--- src/rtl/id_decode_stage.sv ---
`default_nettype none
// ============================================================================
// Module      : id_decode_stage
// Description : Instruction-decode stage. Holds the IF/ID latch, the register
//               file with same-cycle WB bypass and load-use hazard detection,
//               and produces the ID/EX register inputs.
// Revision    : 1.0 - initial release
// ============================================================================
module id_decode_stage #(
    parameter int XLEN = 32,
    parameter int NREG = 32
) (
    input  logic            clk,
    input  logic            reset,
    input  logic            if_valid,
    input  logic [31:0]     if_instr,
    input  logic            flush,
    input  logic            id_ex_memread,
    input  logic [4:0]      id_ex_register_rd,
    input  logic            wb_regwrite,
    input  logic [4:0]      wb_rd,
    input  logic [XLEN-1:0] wb_data,
    output logic            stall,
    output logic [4:0]      if_id_register_rs1,
    output logic [4:0]      if_id_register_rs2,
    output logic [4:0]      if_id_register_rd,
    output logic [XLEN-1:0] if_id_output_data_1,
    output logic [XLEN-1:0] if_id_output_data_2,
    output logic [XLEN-1:0] if_id_sign_extend_immediate,
    output logic [9:0]      control,
    output logic            illegal
);

    localparam logic [6:0] c_OP_R      = 7'b0110011;
    localparam logic [6:0] c_OP_I_ALU  = 7'b0010011;
    localparam logic [6:0] c_OP_LOAD   = 7'b0000011;
    localparam logic [6:0] c_OP_STORE  = 7'b0100011;
    localparam logic [6:0] c_OP_BRANCH = 7'b1100011;

    localparam logic [3:0] c_ALU_AND = 4'b0000;
    localparam logic [3:0] c_ALU_OR  = 4'b0001;
    localparam logic [3:0] c_ALU_ADD = 4'b0010;
    localparam logic [3:0] c_ALU_SUB = 4'b0110;

    // Upper control bits: regwrite, memtoreg, memread, memwrite, branch, alusrc
    localparam logic [5:0] c_CW_R      = 6'b100000;
    localparam logic [5:0] c_CW_I_ALU  = 6'b100001;
    localparam logic [5:0] c_CW_LOAD   = 6'b111001;
    localparam logic [5:0] c_CW_STORE  = 6'b000101;
    localparam logic [5:0] c_CW_BRANCH = 6'b000010;

    logic [31:0]     r_instr;
    logic            r_valid;
    logic [XLEN-1:0] r_regs [NREG];

    logic [6:0]      w_opcode;
    logic [2:0]      w_funct3;
    logic            w_funct7b5;
    logic [9:0]      w_dec_ctrl;
    logic            w_supported;
    logic            w_uses_rs2;
    logic [XLEN-1:0] w_imm;
    logic            w_wb_en;
    logic            w_hazard_rs1;
    logic            w_hazard_rs2;

    // ------------------------------------------------------------------------
    // IF/ID latch: flush beats stall; instruction bits are kept on flush
    // ------------------------------------------------------------------------
    always_ff @(posedge clk or posedge reset) begin
        if (reset) begin
            r_instr <= '0;
            r_valid <= 1'b0;
        end else if (flush) begin
            r_valid <= 1'b0;
        end else if (!stall) begin
            r_instr <= if_instr;
            r_valid <= if_valid;
        end
    end

    assign w_opcode   = r_instr[6:0];
    assign w_funct3   = r_instr[14:12];
    assign w_funct7b5 = r_instr[30];

    assign if_id_register_rs1 = r_instr[19:15];
    assign if_id_register_rs2 = r_instr[24:20];
    assign if_id_register_rd  = r_instr[11:7];

    // ------------------------------------------------------------------------
    // Decode
    // ------------------------------------------------------------------------
    always_comb begin
        w_dec_ctrl  = '0;
        w_supported = 1'b0;
        w_uses_rs2  = 1'b0;
        w_imm       = '0;
        case (w_opcode)
            c_OP_R: begin
                w_uses_rs2 = 1'b1;
                case (w_funct3)
                    3'b000: begin
                        w_supported = 1'b1;
                        w_dec_ctrl  = {c_CW_R, (w_funct7b5 ? c_ALU_SUB : c_ALU_ADD)};
                    end
                    3'b111: begin
                        w_supported = 1'b1;
                        w_dec_ctrl  = {c_CW_R, c_ALU_AND};
                    end
                    3'b110: begin
                        w_supported = 1'b1;
                        w_dec_ctrl  = {c_CW_R, c_ALU_OR};
                    end
                    default: w_supported = 1'b0;
                endcase
            end
            c_OP_I_ALU: begin
                w_imm = {{(XLEN-12){r_instr[31]}}, r_instr[31:20]};
                case (w_funct3)
                    3'b000: begin
                        w_supported = 1'b1;
                        w_dec_ctrl  = {c_CW_I_ALU, c_ALU_ADD};
                    end
                    3'b111: begin
                        w_supported = 1'b1;
                        w_dec_ctrl  = {c_CW_I_ALU, c_ALU_AND};
                    end
                    3'b110: begin
                        w_supported = 1'b1;
                        w_dec_ctrl  = {c_CW_I_ALU, c_ALU_OR};
                    end
                    default: w_supported = 1'b0;
                endcase
            end
            c_OP_LOAD: begin
                w_imm = {{(XLEN-12){r_instr[31]}}, r_instr[31:20]};
                if (w_funct3 == 3'b010) begin
                    w_supported = 1'b1;
                    w_dec_ctrl  = {c_CW_LOAD, c_ALU_ADD};
                end
            end
            c_OP_STORE: begin
                w_uses_rs2 = 1'b1;
                w_imm      = {{(XLEN-12){r_instr[31]}}, r_instr[31:25], r_instr[11:7]};
                if (w_funct3 == 3'b010) begin
                    w_supported = 1'b1;
                    w_dec_ctrl  = {c_CW_STORE, c_ALU_ADD};
                end
            end
            c_OP_BRANCH: begin
                w_uses_rs2 = 1'b1;
                w_imm      = {{(XLEN-13){r_instr[31]}}, r_instr[31], r_instr[7],
                              r_instr[30:25], r_instr[11:8], 1'b0};
                if (w_funct3 == 3'b000) begin
                    w_supported = 1'b1;
                    w_dec_ctrl  = {c_CW_BRANCH, c_ALU_SUB};
                end
            end
            default: w_supported = 1'b0;
        endcase
    end

    assign if_id_sign_extend_immediate = w_imm;

    // ------------------------------------------------------------------------
    // Load-use hazard and bubble insertion
    // ------------------------------------------------------------------------
    assign w_hazard_rs1 = (id_ex_register_rd == if_id_register_rs1);
    assign w_hazard_rs2 = (id_ex_register_rd == if_id_register_rs2) & w_uses_rs2;

    assign stall   = r_valid & id_ex_memread & (id_ex_register_rd != 5'd0)
                   & (w_hazard_rs1 | w_hazard_rs2);
    assign illegal = r_valid & ~w_supported;
    assign control = (r_valid & w_supported & ~stall) ? w_dec_ctrl : 10'd0;

    // ------------------------------------------------------------------------
    // Register file: x0 is never written and always reads zero
    // ------------------------------------------------------------------------
    assign w_wb_en = wb_regwrite & (wb_rd != 5'd0);

    always_ff @(posedge clk or posedge reset) begin
        if (reset) begin
            for (int i = 0; i < NREG; i++) begin
                r_regs[i] <= '0;
            end
        end else if (w_wb_en) begin
            r_regs[wb_rd] <= wb_data;
        end
    end

    always_comb begin
        if (if_id_register_rs1 == 5'd0) begin
            if_id_output_data_1 = '0;
        end else if (w_wb_en && (wb_rd == if_id_register_rs1)) begin
            if_id_output_data_1 = wb_data;
        end else begin
            if_id_output_data_1 = r_regs[if_id_register_rs1];
        end
    end

    always_comb begin
        if (if_id_register_rs2 == 5'd0) begin
            if_id_output_data_2 = '0;
        end else if (w_wb_en && (wb_rd == if_id_register_rs2)) begin
            if_id_output_data_2 = wb_data;
        end else begin
            if_id_output_data_2 = r_regs[if_id_register_rs2];
        end
    end

endmodule
`default_nettype wire

--- config.mk ---
export PLATFORM = sky130hd
export DESIGN_NAME = id_decode_stage
export DESIGN_NICKNAME = d
export VERILOG_FILES = /design/src/rtl/id_decode_stage.sv
export SDC_FILE = /design/constraint.sdc
export NUM_CORES = 2
export LEC_CHECK = 0
export ABC_AREA = 1
export BUFFER_PORTS_ARGS = -buffer_cell sky130_fd_sc_hd__buf_2
export CAP_MARGIN = 20
export CORE_AREA = 10 10 303 524
export DETAILED_ROUTE_END_ITERATION = 10
export DIE_AREA = 0 0 313 534
export SETUP_SLACK_MARGIN = 0.2
export SYNTH_ARGS = -nofsm -noshare
export SYNTH_HDL_FRONTEND = slang
export SYNTH_SLANG_ARGS = --single-unit
--- constraint.sdc ---
create_clock -name clk -period 49.3 [get_ports clk]
set_input_delay 14.79 -clock clk [delete_from_list [all_inputs] [get_ports clk]]
set_output_delay 14.79 -clock clk [all_outputs]
set_load 0.03 [all_outputs]
Yosys cells after proc, flatten, opt, wreduce, memory -nomap -nowiden --
Index checks and enable logic that the tools add are counted. Widths: inputs -> output; s select.
Word-level totals: register bits after elaboration 1057, output and inout port bits 123
Operators by class: reductions and logical operators 14, $lt $le $gt $ge 4, equal/unequal tests 13, bitwise gates (word level) 15, multiplexer cells 29
Operators by type and width (number):
- $bwmux 1024 | 1
- $bmux 32 s5 | 2
- $mux 32 | 9
- $demux 32 s5 | 1
- $pmux 32 s3 | 1
- $pmux 10 s3 | 2
- $pmux 10 s5 | 1
- $eq 5x5->1 | 4
- $mux 10 | 2
- $ge 6x6->1 const B | 3
- $not 5->6 | 3
- $eq 7x6->1 const B | 2
- $logic_not 5->1 | 2
- $reduce_bool 5->1 | 2
- $and 1x1->1 | 8
- $eq 7x2->1 const B | 1
- $eq 7x5->1 const B | 1
- $eq 7x7->1 const B | 1
- $mux 7 | 1
- $eq 3x3->1 const B | 2
- $lt 6x1->1 const B | 1
- $mux 1 | 6
- $mux 6 | 1
- $reduce_or 2->1 | 3
- other kinds (10) | 15

Logic depth before layout (Yosys ltp) --
depth after elaboration 9, gate-level depth with buffers 13, gate-level depth less buffers 11

Worst setup path after synthesis --
OpenSTA, ideal clock, no wires.
path kind input to output, start in wb_rd[2], end out if_id_output_data_1[13], required time 34.510 ns, arrival 16.335 ns, stages on the path 9, setup slack 18.175 ns, buffers on the path 2, cells stage by stage buf_4 nor3_2 nand2_1 nand2_1 inv_2 nand2_1 buf_1 nand3_1 a21oi_1
Between the ends: cells in the longest elaborated chain, start to end 5
Ends and longest elaborated chain:
- start: declaration | RTL line 21 | input logic [4:0] wb_rd,
- $reduce_bool 5->1 | RTL line 179 | assign w_wb_en = wb_regwrite & (wb_rd != 5'd0);
- $and 1x1->1 | RTL line 179
- $logic_and 1x1->1 (*) | RTL line 194 | end else if (w_wb_en && (wb_rd == if_id_register_rs1)) begin
- $mux 32 (*) | RTL line 194
- $mux 32 (*) | RTL line 192 | if (if_id_register_rs1 == 5'd0) begin
- end: declaration | RTL line 27 | output logic [XLEN-1:0] if_id_output_data_1,
Mark *: on every way between the ends. The rest lies on a longest branch, timed or not.

Worst setup path after layout --
start in wb_rd[2], end out if_id_output_data_1[10]
Same word-level chain as after synthesis.

==> flow_summary.json <==
{
  "outcome": "finished clean",
  "syn-cell-area_um2": 59600,
  "synth-edff-count": 0,
  "cp.buffers_inverters": 4,
  "min_path_cells": 0,
  "grt_first_pass_wirelength_um": 372000,
  "design_area_um2": 64700,
  "rsz0062_at_grt": "no",
  "drt-total-wl_um": 253000,
  "crit_chain": "buf_2 -> nor3_2 -> nand2_1 -> nand2_1 -> inv_2 -> nand2_2 -> buf_4 -> o21ai_0 -> a21oi_1 -> buf_2",
  "antenna_left": 0,
  "area_growth_pct": 8.64,
  "ys_ff_latch": 1057,
  "use_met2_pct": 46.1,
  "crit_slowest_cell": "a21oi_1",
  "multiInputGateArea_um2": 27400,
  "syn_inst": 8276,
  "tightestPinTransition_ns": 1.22,
  "die_x_um": 313,
  "yosys_most_used_dff": "dfrtp_1",
  "grt_antenna_before_repair": 32,
  "start_util_pct": 39.8,
  "htreeDepth": 3,
  "crit_family": "buffers and inverters",
  "hpwl_um": 143000,
  "final_util_pct": 43.2,
  "syn_area_per_cell_um2": 7.20,
  "use_met1_pct": 36.4,
  "yosys.area.top_type": "dfrtp_1",
  "hold_violations": 0,
  "fin_crit_sh_pct": 66.3,
  "die-area_um2": 167000,
  "postCtsSetupBuffers": 0,
  "drt-initial-drc-count": 7682,
  "rr_worst_depth": 13,
  "ys_seq_area_share_pct": 44.4,
  "drtPass1Iterations": 7,
  "irDropWorstVdd_uv": 29.2,
  "worst-path-max-fanout": 37,
  "numCtsBuffers": 108,
  "cts-root-buf": "clkbuf_16",
  "finalSetupViolations": 0,
  "slew_violations": 0,
  "arrival_ns": 17.89,
  "die_y_um": 534,
  "cp-start-kind": "primary input",
  "p_leak_nw": 30.0,
  "clock_latency_ns": 0.75,
  "gp_congestion": 0.904,
  "power_density_nw_per_um2": 41.9,
  "fin_crit_ns": 32.68,
  "synth.net_count": 8356,
  "cp.required_ns": 34.51,
  "hold_buffers": 0,
  "crit_type": "primary input to output port",
  "io_pins": 203,
  "final_nets": 7995,
  "clk_pin_slew_ns": 0.06,
  "hold_class": "flop to flop",
  "fmax_ghz": 0.0306,
  "routed_via_density": 5.94,
  "overflow": 0,
  "grt_pass1_vias": 56313,
  "relSlewSlack_pct": 19.0,
  "finClkSkew_ns": 0.0149,
  "io_buffers": 201,
  "grt_max_degree": 209,
  "synth_area_leaders": "dfrtp_1, nand2_1, o21ai_0, nand3_1, o211ai_1",
  "slowest_delay_ns": 0.77,
  "grt_busiest_layer": "met2",
  "cts_resized": 0,
  "fill_cells": 15437,
  "seq_area_um2": 26500,
  "synth_top_area_share_pct": 44.4,
  "cts_tree": "built",
  "clock-sinks": 1057,
  "synthArstFlopShare_pct": 100,
  "clockBufferDepth": 3,
  "grt_use_total_pct": 29.3,
  "core_um2": 150000,
  "drive_gt1_share_pct": 7.50,
  "dpl_cell_area_um2": 60800,
  "rows": 188,
  "dr_total_vias": 59432,
  "drc_errors": 0,
  "cp.depth": 10,
  "grt_use_met3_pct": 6.21,
  "yosysWarnings": 0,
  "cp-end-kind": "output port",
  "wire_per_inst_um": 25.3,
  "synth_cell_types": 35,
  "fin_setup_tns_ns": 0,
  "max_cap_viol_count": 0
}
## synthesized netlist by cell type, types with 11 or more instances
cell and number:
nand2_1 2228, o21ai_0 1395, dfrtp_1 1057, nand3_1 918, inv_1 629, o211ai_1 471, clkbuf_1 414, a21oi_1 344
nor2_1 295, buf_2 269, buf_1 60, or2_2 41, buf_4 40, o21ai_1 24, inv_2 15, nor3_1 11
## power breakdown
group	switching (W)	leakage [nW]	internal (W)	total, W
clock network	0.000375	1.86	0.000528	0.000904
logic	0.000469	14.7	0.000205	0.000674
registers	0.000106	13.4	0.00103	0.00113
total	0.000951	30.0	0.00176	0.00271
## layout make-up
type                       count  area share (%)
antenna                       13          0.0503
clock buffer                 158            4.90
clock inverter                36           0.967
inverter                     646            3.80
multi-input combinational   5790            42.4
sequential                  1057            40.9
tap                         1995            3.86
timing repair buffer         312            3.07
## path summary, 6_finish.rpt
path	start	endpoint	slack, ns
max	wb_rd[2]	if_id_output_data_1[10]	16.62
min	r_regs[1023]	r_regs[1023]	0.38
max reg2reg	r_instr[17]	r_instr[16]	45.03
min reg2reg	r_regs[1023]	r_regs[1023]	0.38
max in group asynchronous	reset	r_regs[634]	31.78
min in group asynchronous	reset	r_regs[179]	14.22
## kinds of logic (layout without fill, tap and decap cells)
logic type | after synthesis | in the layout | share of synthesized area (%)
buffers and inverters | 1429 | 1152 | 9.82
xor gates and xnor gates | 10 | 10 | 0.147
and+or+nand+nor | 3535 | 3535 | 24.7
other | 1 | 14 | 0.00630
DFF | 1057 | 1057 | 44.4
AOI/OAI and AO/OA | 2244 | 2244 | 20.9
## layer usage
| metal | wire (um) | up-vias | share of wire (%) |
|---|---|---|---|
| met5 | 11 | - | 0.0044 |
| met4 | 17500 | 2 | 6.9 |
| met3 | 25900 | 733 | 10 |
| met2 | 113000 | 3303 | 45 |
| met1 | 96300 | 28735 | 38 |
| li1 | - | 26659 | - |
## placed cells by master (no fill, tap or decap), types with 12 or more instances in the layout
cell type  Yosys  final
inv_1        629    625
clkbuf_1     414     24
inv_2         15     13
buf_4         40    101
buf_2        269    201
bufinv_16      0     16
o21ai_1       24     24
a21oi_1      344    344
clkinv_2       0     12
nand2_1     2228   2208
or2_2         41     41
clkbuf_16      0    110
nand2_4        0     20
nor2_1       295    292
o211ai_1     471    471
dfrtp_1     1057   1047
o21ai_0     1395   1395
clkbuf_8       0     24
diode_2        0     13
nand3_1      918    918
## state kept, by name, summed over array words and instances (netlist names)
name and flops:
r_regs 1024, r_instr 32, r_valid 1
## through the flow
stage / total power (W) / std cells / setup slack [ns] / hold WS, ns
3_5_place_dp: 0.00181 / 9798 / 16.82 / 0.368
4_1_cts: 0.00271 / 9992 / 16.81 / 0.382
2_1_floorplan: 0.00159 / 8276 / 4.76 / 0.429
3_3_place_gp: 0.00179 / 9796 / 16.82 / 0.365
6_report: 0.00271 / 10007 / 16.62 / 0.380
5_1_grt: 0.00285 / 10003 / 16.37 / 0.391
Power figures use the tool's default switching activity.
